**config.mk**
```make
export PLATFORM = sky130hd
export DESIGN_NAME = vec_mem_sequencer
export DESIGN_NICKNAME = d
export VERILOG_FILES = /design/src/rtl/vec_mem_sequencer.sv
export SDC_FILE = /design/constraint.sdc
export NUM_CORES = 1
export LEC_CHECK = 0
export BUFFER_PORTS_ARGS = -buffer_cell sky130_fd_sc_hd__buf_2
export CAP_MARGIN = 25
export CORE_MARGIN = 1
export CORE_UTILIZATION = 35
export CTS_BUF_LIST = sky130_fd_sc_hd__clkbuf_16
export CTS_CLUSTER_DIAMETER = 100
export DETAILED_ROUTE_END_ITERATION = 7
export GPL_TIMING_DRIVEN = 0
export PLACE_DENSITY_LB_ADDON = 0.15
export SYNTH_ARGS = -nofsm -noshare
export SYNTH_HDL_FRONTEND = slang
export SYNTH_SLANG_ARGS = --single-unit
```
**constraint.sdc**
```tcl
create_clock -name clk -period 15.7 [get_ports clk]
set_input_delay 3.14 -clock clk [delete_from_list [all_inputs] [get_ports clk]]
set_output_delay 3.14 -clock clk [all_outputs]
set_load 0.1 [all_outputs]
```
**src/rtl/vec_mem_sequencer.sv**
```systemverilog
// Vector load/store sequencer. Walks LANES strided addresses, one lane per
// cycle. Stores drive latched lane data to the RAM. Loads gather the RAM read
// data, which returns RD_LAT cycles after each address, into a packed vector.
module vec_mem_sequencer #(
    parameter int LANES  = 16,
    parameter int ELEM_W = 16,
    parameter int ADDR_W = 19,
    parameter int RD_LAT = 1,
    parameter int CNT_W  = 19
) (
    input  logic                    clk,
    input  logic                    rst,
    input  logic                    start,
    input  logic                    is_store,
    input  logic [ADDR_W-1:0]       base_addr,
    input  logic [ADDR_W-1:0]       stride,
    input  logic [4:0]              rd_in,
    input  logic [LANES*ELEM_W-1:0] wdata_vec,
    input  logic [ELEM_W-1:0]       mem_rdata,
    output logic [ADDR_W-1:0]       mem_addr,
    output logic [ELEM_W-1:0]       mem_wdata,
    output logic                    mem_we,
    output logic                    busy,
    output logic                    stall,
    output logic                    done,
    output logic [LANES*ELEM_W-1:0] rdata_vec,
    output logic [4:0]              rd_out,
    output logic [CNT_W-1:0]        mem_cycles
);
    localparam int            LW        = (LANES > 1) ? $clog2(LANES) : 1;
    localparam logic [LW-1:0] LAST_LANE = LW'(LANES - 1);

    typedef enum logic [1:0] {S_IDLE, S_ISSUE, S_DRAIN, S_DONE} state_e;

    state_e            state_q;
    logic [LW-1:0]     lane_q;
    logic [LW-1:0]     lane_nxt;
    logic              is_store_q;
    logic [ADDR_W-1:0] stride_q;
    logic [ADDR_W-1:0] mem_addr_q;
    logic [ELEM_W-1:0] mem_wdata_q;
    logic              mem_we_q;
    logic              done_q;
    logic [4:0]        rd_q;
    logic [CNT_W-1:0]  cycles_q;
    logic [ELEM_W-1:0] wdata_q    [LANES];
    logic [ELEM_W-1:0] rdata_q    [LANES];
    logic              cap_vld_q  [RD_LAT];
    logic [LW-1:0]     cap_lane_q [RD_LAT];
    logic              idle;
    logic              accept;
    logic              cap_fire;
    logic              cap_last;

    assign idle     = (state_q == S_IDLE);
    assign accept   = idle && start;
    assign lane_nxt = lane_q + LW'(1);
    assign cap_fire = cap_vld_q[RD_LAT-1];
    assign cap_last = cap_fire && (cap_lane_q[RD_LAT-1] == LAST_LANE);

    assign busy       = !idle;
    // Gated by rst so the freeze request is low throughout reset even if start is high.
    assign stall      = rst && (busy || (start && idle));
    assign done       = done_q;
    assign mem_addr   = mem_addr_q;
    assign mem_wdata  = mem_wdata_q;
    assign mem_we     = mem_we_q;
    assign rd_out     = rd_q;
    assign mem_cycles = cycles_q;

    // Sequencer FSM: accepts a request, issues one lane per cycle, drains loads, pulses done.
    always_ff @(posedge clk or negedge rst) begin
        // NOTE: sequential state uses non-blocking assignments so every register samples pre-edge values.
        if (!rst) begin
            state_q     <= S_IDLE;
            lane_q      <= '0;
            is_store_q  <= 1'b0;
            stride_q    <= '0;
            rd_q        <= '0;
            mem_addr_q  <= '0;
            mem_wdata_q <= '0;
            mem_we_q    <= 1'b0;
            done_q      <= 1'b0;
        end else begin
            done_q <= 1'b0;
            case (state_q)
                S_IDLE: begin
                    if (start) begin
                        state_q    <= S_ISSUE;
                        lane_q     <= '0;
                        is_store_q <= is_store;
                        stride_q   <= stride;
                        rd_q       <= rd_in;
                        mem_addr_q <= base_addr;
                        mem_we_q   <= is_store;
                        if (is_store) mem_wdata_q <= wdata_vec[ELEM_W-1:0];
                    end
                end
                S_ISSUE: begin
                    if (lane_q == LAST_LANE) begin
                        mem_we_q <= 1'b0;
                        if (is_store_q) begin
                            state_q <= S_DONE;
                            done_q  <= 1'b1;
                        end else begin
                            state_q <= S_DRAIN;
                        end
                    end else begin
                        lane_q     <= lane_nxt;
                        mem_addr_q <= mem_addr_q + stride_q;
                        if (is_store_q) mem_wdata_q <= wdata_q[lane_nxt];
                    end
                end
                S_DRAIN: begin
                    if (cap_last) begin
                        state_q <= S_DONE;
                        done_q  <= 1'b1;
                    end
                end
                S_DONE:  state_q <= S_IDLE;
                default: state_q <= S_IDLE;
            endcase
        end
    end

    // Store payload, captured on an accepted start.
    // NOTE: pure data storage with no reset; it is always written before it is read.
    always_ff @(posedge clk) begin
        if (accept) begin
            for (int k = 0; k < LANES; k++) wdata_q[k] <= wdata_vec[k*ELEM_W +: ELEM_W];
        end
    end

    // Read-return tracker. Its last stage is valid in the cycle where lane data sits on mem_rdata.
    always_ff @(posedge clk or negedge rst) begin
        if (!rst) begin
            for (int i = 0; i < RD_LAT; i++) begin
                cap_vld_q[i]  <= 1'b0;
                cap_lane_q[i] <= '0;
            end
        end else begin
            cap_vld_q[0]  <= (state_q == S_ISSUE) && !is_store_q;
            cap_lane_q[0] <= lane_q;
            for (int i = 1; i < RD_LAT; i++) begin
                cap_vld_q[i]  <= cap_vld_q[i-1];
                cap_lane_q[i] <= cap_lane_q[i-1];
            end
        end
    end

    // Load vector assembly. Lanes change only on a capture.
    always_ff @(posedge clk or negedge rst) begin
        if (!rst) begin
            for (int k = 0; k < LANES; k++) rdata_q[k] <= '0;
        end else if (cap_fire) begin
            rdata_q[cap_lane_q[RD_LAT-1]] <= mem_rdata;
        end
    end

    // Saturating count of busy cycles.
    always_ff @(posedge clk or negedge rst) begin
        if (!rst) begin
            cycles_q <= '0;
        end else if (busy && (cycles_q != {CNT_W{1'b1}})) begin
            cycles_q <= cycles_q + CNT_W'(1);
        end
    end

    // Pack the lane registers onto the output vector.
    always_comb begin
        // NOTE: a default assignment first keeps always_comb free of inferred latches.
        rdata_vec = '0;
        for (int k = 0; k < LANES; k++) rdata_vec[k*ELEM_W +: ELEM_W] = rdata_q[k];
    end
endmodule
```
; After elaboration in Yosys (flattened, before gate mapping)
; Memories as Yosys holds them, arrays and structs flattened.
; Index checks and enable logic that the tools add are counted.
[word_totals]
register_bits = 348
latch_bits = 0
mem_bits_rw = 256
rom_bits = 0
input_bits = 319
output_inout_bits = 319
elab_cells = 91
mem_count = 1
[memory_table]
columns = memory, depth, width, rd, rd_clocked_by_memory_dff, write_ports, line
row1 = wdata_q, 16, 16, 1, 0, 16, 46  ; logic [ELEM_W-1:0] wdata_q [LANES];
[op_classes]
n_addsub = 3
mul = 0
div_mod_pow = 0
magnitude_cmp = 2
eq_ne = 12
n_shift = 0
muxes = 28
bitwise = 1
n_reduce_logical = 16
[ops]
columns = cell, n
row1 = 256-bit bitwise mux, 1
row2 = 16-bit two-way mux, 5
row3 = 16-bit demux with 4-bit select, 1
row4 = 19-bit two-way mux, 2
row5 = 19-bit case mux with 2 select lines, 1
row6 = 16-bit case mux with 2 select lines, 1
row7 = "19-bit by 1-bit adder with 19-bit output, second input constant", 1
row8 = 19-bit adder, 1
row9 = "19-bit inequality test, second input constant", 1
row10 = "2-bit inequality test, second input constant", 6
row11 = 3-bit AND reduction, 3
row12 = "4-bit == test, second input constant", 2
row13 = 1-bit two-way mux, 8
row14 = 4-bit two-way mux, 2
row15 = 2-bit case mux with 4 select lines, 1
row16 = 4-bit case mux with 2 select lines, 1
row17 = 1-bit logical AND, 6
row18 = 2-bit two-way mux, 3
row19 = "5-bit >= comparator, second input constant", 1
row20 = "5-bit by 1-bit < comparator with 1-bit output, second input constant", 1
row21 = 4-bit inverter with 5-bit output, 1
row22 = 5-bit AND reduction, 1
row23 = "4-bit by 1-bit adder with 4-bit output, second input constant", 1
row24 = "2-bit == test, second input constant", 2
row25 = other kinds (7), 9

; Longest topological paths before layout
; Gate-level depths: netlist (run 1).
[logic_depth]
depth_word = 6
mapped_depth = 10

; Least setup slack after synthesis (run 1)
; Ideal clock, no wire load.
[synth_path]
path_type = input -> register
startpoint = input start
endpoint = memory wdata_q[0][0] (enable)
setup_time_ns = 0.606
arrival_time_ns = 8.522
slack_ns = 6.572
path_stages = 3
path_cell_list = nand2_1 -> clkbuf_1 -> inv_1
[synth_lines]
columns = element, line
row1 = start: declaration, 13  ; input logic start,
row2 = end: declaration, 46

; Worst setup path after layout (run 1)
[layout_path]
startpoint = input rst
endpoint = output stall
[layout_between]
elab_chain_len = 1
[layout_rtl]
columns = element, line
row1 = start: declaration, 12  ; input logic rst,
row2 = 1-bit logical AND, 63  ; assign stall = rst && (busy || (start && idle));
row3 = end: declaration, 24  ; output logic stall,
; Every way passes these cells.

==> out/metrics.yaml, run 1 <==
setup_viol: 0
fp.dieH_um: 264
ant_nets: 0
area_growth_syn_to_layout_pct: 27.9
internal_power_w: 0.00388
slowest_delay_ns: 0.49
drive_above_1_share_pct: 51.3
clkSlewWorstSetupHoldPaths_ns: 0.05
clkLatencyLatePin_ns: 0.61
rsz0062_at_grt: "no"
grt_pass1_vias: 16100
place.gp.congestion: 0.887
grt_pass1_wl_um: 108000
cp_data_required_time_ns: 12.56
seq_power_share_pct: 30.1
dieArea_sq_um: 69900
dp_hpwl_um: 55700
swShare_pct: 48.0
syn_area_sq_um: 24100
synth_cells: 1421
wl_per_cell_um: 24.1
cts.hold.buffers_added: 0
fmaxAchievable_mhz: 127
power.density_nw_per_um2: 242
layout_min_cycle_time_ns: 7.90
run_status: "finished clean"
yosys.cell_types.count: 54
nets: 2477
synthTopCellsByArea: "dfrtp_1 36%, edfxtp_1 32%, mux2_2 13%, mux4_2 7.4%, ha_1 1.2%"
yosysTopAreaCellShare_pct: 36.1
cts_tree: "built"
hold_ws_ns: 0.484
worstMarginPinSlew_ns: 1.03
nFillCells: 6176
final_core_util_pct: 45.6
crit_path_end_kind: "primary output"
finalMaxSlewViolations: 0
p_comb_share_pct: 48.2
crit_buf_inv: 3
min_path_type: "register to register"
die_w_um: 264
synth_seq_area_share_pct: 68.0
initial_core_util_pct: 35.6
cts.sinks: 604
clockPowerShare_pct: 21.8
cts-buffers-inserted: 69
ys_ff_latch: 604
rows: 95
core_sq_um: 67600
drt-initial-drc-count: 899
yosysTopAreaCell: "dfrtp_1"
slew_headroom_pct: 31.3
synth.avg_cell_area_sq_um: 17.0
grt_max_degree: 132
grt_util_all_layers_pct: 21.0
postCtsSetupBuffers: 0
htree_levels: 3
first_pass_iters: 5
io_buffer_count: 637
drc_errors: 0
yosysMostFrequentCell: "dfrtp_1"
vias: 15300
finalHoldViolCount: 0
final.setup_skew_ns: 0.0237
synth_flop_cell: "dfrtp_1"
pin_count: 638
fin_crit_sh_pct: 50.3
peakVddDrop_mv: 0.137
leakagePower_nw: 12.9
drv_cap: 0
switchingPower_w: 0.00358
cp.arrival_ns: 4.76
clk_path_buf_depth: 3
globalRoute.totalOverflow: 0
wl_um: 73800
path_max_fanout: 84
crit_family: "buffers and inverters"
ys_async_sr_fraction_pct: 57.6
cts_resized: 0
syn_nets: 1765
path_class: "input port to primary output"
setup_tns_ns: 0
ys_warn_count: 0
synthTopCellsByCount: "348 x dfrtp_1, 283 x mux2_2, 256 x edfxtp_1, 79 x mux4_2, 57 x nand2_1"
cp_cell_sequence: "buf_8 > buf_16 > nor2b_1 > buf_2"
avgViaCountPerCell: 4.98
antenna_found_initial: 19
crit_slowest_cell: "buf_2"
cts_root_buf: "clkbuf_16"
synth-edff-count: 256
startpoint_type: "input port"
[layer usage]
| layer | wire length [um] | global-route usage [%] | vias up | part of all wire [%] |
|---|---|---|---|---|
| met4 | 1490 | 5.77 | 26 | 2.0 |
| met1 | 28100 | 24.5 | 7817 | 38 |
| met2 | 38600 | 37.3 | 512 | 52 |
| met5 | 162 | 0 | - | 0.22 |
| met3 | 5450 | 6.16 | 113 | 7.4 |
| li1 | - | - | 6810 | - |
[layout make-up]
cell class	instances	area, sq um	area share [%]
tap	873	1090	3.54
timing repair buffer	641	3310	10.7
inverter	12	52.6	0.171
clock inverter	55	520	1.69
clock buffer	71	1780	5.77
multi-input combinational	728	7310	23.7
sequential	604	16400	53.2
antenna	6	15.0	0.0487
buffer	77	348	1.13
[worst min-delay path, delay by kind of cell (launching register included)]
kind               cells  cell delay, ns
AOI/OAI and AO/OA      1            0.06
DFF                    1            0.34
and+or+nand+nor        1            0.05
[logic make-up after synthesis]
group / share of synthesized area, %
AND/OR/NAND/NOR: 3.44
adder cells (fa/ha/maj): 1.33
buffers and inverters: 1.63
multiplexers: 21.7
flip-flops: 68.0
AO/OA/AOI/OAI: 2.91
XOR/XNOR: 0.976
[power groups by stage]
stage          Sequential [W]  Clock [W]  Combinational (W)
2_1_floorplan         0.00395          0            0.00113
3_3_place_gp          0.00230          0            0.00360
3_5_place_dp          0.00227          0            0.00363
4_1_cts               0.00225    0.00167            0.00363
5_1_grt               0.00229    0.00174            0.00376
6_report              0.00224    0.00162            0.00359
[final timing paths]
path | startpoint | endpoint | slack (ns) | cells after the start
worst min register to register | mem_wdata[2] | mem_wdata[2] | 0.48 | 2
worst min-delay path | mem_wdata[2] | mem_wdata[2] | 0.48 | 2
worst max-delay path | rst | stall | 7.80 | 4
max in group asynchronous | rst | mem_wdata[0] | 12.10 | 2
min in group asynchronous | rst | rdata_vec[251] | 2.51 | 1
worst max register to register | state_q[0] | wdata_q[12][2] | 11.82 | 7
[state kept, by name, indices dropped and copies added, names as in the netlist, 5 cells and up]
| name | cells |
|---|---|
| mem_addr | 19 |
| mem_cycles | 19 |
| mem_wdata | 16 |
| rd_out | 5 |
| rdata_vec | 256 |
| stride_q | 19 |
| wdata_q | 256 |
[cells in the final DEF, fill, tap and decap left out, types with 33 or more instances in the layout]
cell and instances:
nor2_1 33, mux2_2 283, buf_2 647, clkbuf_16 71
nand2_1 57, a21oi_1 40, clkbuf_1 56, edfxtp_1 256
dfrtp_1 348, mux4_2 79
[per-stage QoR]
stage | area (sq um) | instances | worst slack, ns | total power [W]
3_3_place_gp | 28400 | 2931 | 2.56 | 0.00590
3_5_place_dp | 28500 | 2935 | 7.71 | 0.00590
4_1_cts | 30800 | 3061 | 7.70 | 0.00755
6_report | 30800 | 3067 | 7.80 | 0.00746
2_1_floorplan | 24100 | 1421 | 6.57 | 0.00508
5_1_grt | 30800 | 3064 | 7.56 | 0.00778
(Power assumes the default switching activity.)
==> inputs of run 2 (changes only) <==
--- a/config.mk
+++ b/config.mk
@@ -5,6 +5,7 @@
 export SDC_FILE = /design/constraint.sdc
 export NUM_CORES = 1
 export LEC_CHECK = 0
+export ABC_AREA = 1
 export BUFFER_PORTS_ARGS = -buffer_cell sky130_fd_sc_hd__buf_2
 export CAP_MARGIN = 25
 export CORE_MARGIN = 1
==> constraint.sdc (replaced) <==
create_clock -name clk -period 7.9 [get_ports clk]
set_input_delay 1.58 -clock clk [delete_from_list [all_inputs] [get_ports clk]]
set_output_delay 1.58 -clock clk [all_outputs]
set_load 0.1 [all_outputs]
==> run 2 against run 1 <==
  * Sequential share of layout area down 0.64 points
  * Worst setup slack lost 4.6 ns
  * Critical path depth up 1
  * Die area rose by 1.5%
  * Clock-buffer cell count rose by 2
  * Synthesized area is 1.5% higher
  * Hold slack got worse by 0.010 ns
==> out/metrics.yaml, run 2 <==
run_status: "finished clean"
worstMarginPinSlew_ns: 0.844
r2r_start: "state_q[0]"
dp_hpwl_um: 67900
vias: 20400
dieArea_sq_um: 70900
crit_path_start: "rst"
initial_core_util_pct: 35.5
cts.hold.buffers_added: 0
yosysMostFrequentCell: "nand2_1"
layout.cells.non_filler: 4063
wl_um: 89400
setup_tns_ns: 0
synth.avg_cell_area_sq_um: 10.4
place_inst: 3927
cts_tree: "built"
core_sq_um: 68800
cts-buffers-inserted: 69
clkLatencyLatePin_ns: 0.61
path_class: "input port to primary output"
drt-initial-drc-count: 1681
syn_area_sq_um: 24500
finalMaxSlewViolations: 0
startpoint_type: "input port"
yosysTopAreaCellShare_pct: 35.6
globalRoute.totalOverflow: 0
io_buffer_count: 637
min_path_type: "register to register"
ys_async_sr_fraction_pct: 57.6
pin_count: 638
syn_nets: 2698
setup_viol: 0
final.setup_skew_ns: 0.0255
grt_pass1_wl_um: 129000
path_max_fanout: 79
ys_ff_latch: 604
cp_data_required_time_ns: 6.32
nFillCells: 6667
nets: 3411
worstHoldStart: "mem_wdata[0]"
place.gp.congestion: 0.871
seqCellArea_sq_um: 16400
clk_path_buf_depth: 3
area_growth_syn_to_layout_pct: 27.6
grt_pass1_vias: 19800
yosysTopAreaCell: "dfrtp_1"
place_area_sq_um: 29000
die_w_um: 266
final_cell_mix: "668 x buf_2, 489 x nand2_1, 353 x nor2_1"
ant_nets: 0
antenna_found_initial: 26
fmaxAchievable_mhz: 215
grt_max_degree: 123
htree_levels: 3
crit_path_end_kind: "primary output"
multi_input_area_sq_um: 7150
synthTopCellsByArea: "dfrtp_1 36%, edfxtp_1 31%, nand2_1 7.5%, o21ai_0 6.9%, nor2_1 5.4%"
drc_errors: 0
avgViaCountPerCell: 5.01
rows: 96
rsz0062_at_grt: "no"
synth-edff-count: 256
cts.sinks: 604
first_pass_iters: 5
layout_commonest_cell: "buf_2"
cp.arrival_ns: 3.08
yosys.cell_types.count: 39
synth_cells: 2354
postCtsSetupBuffers: 0
grt_util_all_layers_pct: 24.7
layout_min_cycle_time_ns: 4.66
drv_cap: 0
ys_warn_count: 0
wl_per_cell_um: 22.0
synth_seq_area_share_pct: 67.1
post-route-cell-area_sq_um: 31200
fp.dieH_um: 266
synthTopCellsByCount: "489 x nand2_1, 353 x nor2_1, 348 x dfrtp_1, 338 x o21ai_0, 256 x edfxtp_1"
synth_flop_cell: "dfrtp_1"
cts_resized: 0
finalHoldViolCount: 0
clkSlewWorstSetupHoldPaths_ns: 0.06
fin_crit_sh_pct: 59.0
cts_root_buf: "clkbuf_16"
drive_above_1_share_pct: 25.4
slew_headroom_pct: 43.7
==> run 2: changes by cell type in the layout (fill, tap and decap cells not counted), moves of 38 or more <==
cell,delta
o211ai_1,+63
mux2_2,-283
nor2_1,+320
nand2_1,+432
o21ai_0,+316
mux4_2,-79
clkbuf_1,+38
a21oi_1,+48
nand3_1,+80
inv_1,+69
==> run 2: layout make-up <==
class | count | share of cell area, %
flip-flops and latches | 604 | 52.6
multi-input cells | 1529 | 22.9
repair buffers | 642 | 10.7
clock buffers | 73 | 5.86
well taps | 931 | 3.73
plain buffers | 135 | 1.88
clock inverters | 49 | 1.19
inverters | 86 | 1.04
diodes | 14 | 0.112
==> run 2: critical path, cell delays in order <==
cell,delay (ns)
buf_8,0.37
buf_16,0.36
inv_1,0.08
nor2_1,0.11
buf_2,0.47
==> run 2: worst paths after layout <==
check / end / slack, ns / cells after the start
max in group asynchronous: mem_cycles[10] / 5.98 / 2
worst max register to register: wdata_q[2][14] / 4.69 / 7
worst min-delay path: mem_wdata[0] / 0.47 / 2
worst max-delay path: stall / 3.24 / 5
worst min register to register: mem_wdata[0] / 0.47 / 2
min in group asynchronous: rdata_vec[118] / 0.90 / 1
==> run 2: through the flow <==
stage,util [%],worst slack (ns),hold slack [ns]
after CTS,45.3,3.20,0.479
after global routing,45.3,3.05,0.499
after global placement,41.9,-1.88,0.458
after detailed placement,42.1,3.20,0.464
final,45.3,3.24,0.474
after floorplan,-,2.14,0.416
==> run 2: cells by family (layout without fill, tap and decap cells) <==
group / Yosys count / in the layout / share of synthesized area, %
flip-flops: 604 / 604 / 67.1
buffers and inverters: 221 / 985 / 3.69
other: 0 / 14 / 0
AND/OR/NAND/NOR: 970 / 970 / 15.7
AO/OA/AOI/OAI: 509 / 509 / 11.2
adder cells (fa/ha/maj): 25 / 25 / 1.31
XOR/XNOR: 25 / 25 / 0.957
==> run 2: layer usage <==
| layer | up-vias | track usage [%] | wire length (um) |
|---|---|---|---|
| met5 | - | 0 | 106 |
| met4 | 18 | 9.77 | 3450 |
| met3 | 168 | 5.40 | 6260 |
| met2 | 755 | 42.1 | 43900 |
| met1 | 9994 | 30.5 | 35700 |
| li1 | 9420 | - | - |
Power of run 2 is left out: the tool's default activity adds up to more than one toggle a clock period on the data nets, which glitch-free logic cannot reach.
==> inputs of run 3 (changes only) <==
--- a/config.mk
+++ b/config.mk
@@ -5,7 +5,7 @@
 export SDC_FILE = /design/constraint.sdc
 export NUM_CORES = 1
 export LEC_CHECK = 0
-export ABC_AREA = 1
+export ABC_AREA = 0
 export BUFFER_PORTS_ARGS = -buffer_cell sky130_fd_sc_hd__buf_2
 export CAP_MARGIN = 25
 export CORE_MARGIN = 1
==> constraint.sdc (replaced) <==
create_clock -name clk -period 3.8 [get_ports clk]
set_input_delay 0.76 -clock clk [delete_from_list [all_inputs] [get_ports clk]]
set_output_delay 0.76 -clock clk [all_outputs]
set_load 0.1 [all_outputs]
==> run 3 against run 2 <==
  * Core utilization rose by 0.47 points
  * Worst setup slack worse by 3.0 ns
  * Routed wire length fell by 17%
  * Highest routed layer unchanged
  * Hold slack worse by 0.43 ns
  * Critical path depth rose by 2
  * Critical path type is now register to register
  * Register-to-register slack worse by 4.4 ns
  * Global-route usage down 3.7 points
  * Die area shrank 1.4%
  * Sequential share of layout area increased by 0.38 points
  * Clock-buffer cell count is 3 lower
  * Final cell count down 24%
  * Flip-flop and latch count is the same
  * Critical endpoint is now mem_wdata[5]
==> out/metrics.yaml, run 3 (synthesized netlist as in run 1, its figures left out) <==
run_status: "finished clean"
power.density_nw_per_um2: 993
cts_resized: 0
worstMarginPinSlew_ns: 0.982
vias: 15300
path_max_fanout: 10
die_w_um: 264
slew_headroom_pct: 34.6
finalHoldViolCount: 0
finalWorstSetupSlack_ns: 0.274
finalMaxSlewViolations: 0
pin_count: 638
dp_hpwl_um: 56200
grt_pass1_wl_um: 107000
rsz0062_at_grt: "no"
cp_data_required_time_ns: 4.26
dieArea_sq_um: 69900
internal_power_w: 0.0159
ant_nets: 0
htree_levels: 3
leakagePower_nw: 13.0
rr_worst_depth: 7
finalPower_w: 0.0307
startpoint_type: "register"
peakVddDrop_mv: 0.665
wl_um: 74500
dpl_worst_slack_ns: 0.100
wl_per_cell_um: 24.2
nets: 2485
layout_min_cycle_time_ns: 3.53
globalRoute.totalOverflow: 0
swShare_pct: 48.4
fp.dieH_um: 264
cts-buffers-inserted: 69
place.gp.congestion: 0.863
drt-initial-drc-count: 871
seq_power_share_pct: 30.1
area_growth_syn_to_layout_pct: 28.5
cp.arrival_ns: 3.99
drc_errors: 0
final_cell_mix: "647 x buf_2, 348 x dfrtp_1, 283 x mux2_2"
post-route-cell-area_sq_um: 31000
path_class: "register to register"
grt_pass1_vias: 15900
final.setup_skew_ns: 0.0233
cts_tree: "built"
switchingPower_w: 0.0149
first_pass_iters: 5
initial_core_util_pct: 35.6
p_comb_share_pct: 48.9
fin_crit_sh_pct: 92.8
grt_util_all_layers_pct: 21.1
layout_commonest_cell: "buf_2"
cts_root_buf: "clkbuf_16"
grt_max_degree: 117
antenna_found_initial: 33
io_buffer_count: 637
clockPowerShare_pct: 21.1
clkLatencyLatePin_ns: 0.61
cts.hold.buffers_added: 0
rows: 95
clk_path_buf_depth: 3
cts.sinks: 604
drv_cap: 0
avgViaCountPerCell: 4.95
core_sq_um: 67600
postCtsSetupBuffers: 0
min_path_type: "input port to async pin"
drive_above_1_share_pct: 51.6
setup_viol: 0
place_area_sq_um: 28700
clkSlewWorstSetupHoldPaths_ns: 0.06
crit_path_end_kind: "register"
fmaxAchievable_mhz: 284
run 3: cell count changes in the layout (fill, tap and decap cells not counted), moves of 48 or more:
cell	change
a21oi_1	-48
nor2_1	-320
o21ai_0	-316
nand2_1	-433
mux4_2	+79
inv_1	-69
nand3_1	-80
o211ai_1	-63
mux2_2	+283
run 3: area by class of cell:
class	instances	area (sq um)
clock inverters	54	465
multi-input cells	728	7330
inverters	12	48.8
plain buffers	77	379
clock buffers	70	1750
fillers	6079	36700
repair buffers	649	3460
well taps	873	1090
flip-flops and latches	604	16400
diodes	18	45.0
run 3: path summary, 6_finish.rpt:
check	start	endpoint	slack [ns]
hold reg to reg	mem_cycles[8]	mem_cycles[8]	0.48
max in group asynchronous	rst	rdata_vec[240]	2.61
setup / recovery	lane_q[1]	mem_wdata[5]	0.27
min in group clk	wdata_vec[103]	wdata_q[6][7]	0.31
setup reg to reg	lane_q[1]	mem_wdata[5]	0.27
hold / removal	rst	rdata_vec[78]	0.04
run 3: worst max-delay path, stage by stage (launching register included):
cell and delay [ns]:
dfrtp_1 0.45, ha_1 0.34, clkbuf_1 0.60, buf_1 0.80, mux4_2 0.46, mux4_2 0.50, mux2i_1 0.15, o21ai_1 0.07
run 3: metrics by stage:
stage / util, % / setup TNS (ns) / hold WS [ns] / instances
final: 45.8 / 0 / 0.0393 / 3085
after global routing: 45.8 / 0 / 0.0334 / 3078
after CTS: 45.7 / 0 / 0.0111 / 3066
after detailed placement: 42.4 / 0 / 0.475 / 2942
after global placement: 42.0 / -2515.17 / 0.464 / 2931
after floorplan: - / -355.65 / 0.398 / 1421
run 3: power groups by stage:
stage / Combinational [W] / Sequential [W] / Clock, W
detailed placement: 0.0152 / 0.00938 / 0
finish: 0.0150 / 0.00925 / 0.00647
floorplan: 0.00472 / 0.0163 / 0
global placement: 0.0149 / 0.00944 / 0
CTS: 0.0152 / 0.00926 / 0.00665
global route: 0.0157 / 0.00943 / 0.00690
run 3: layer usage:
metal / part of all wire [%] / track usage [%] / vias to the layer above
met5: 0.27 / 0 / -
met4: 2.9 / 7.57 / 34
met3: 7.9 / 7.20 / 146
met2: 51 / 36.8 / 533
met1: 37 / 23.8 / 7733
li1: - / - / 6833
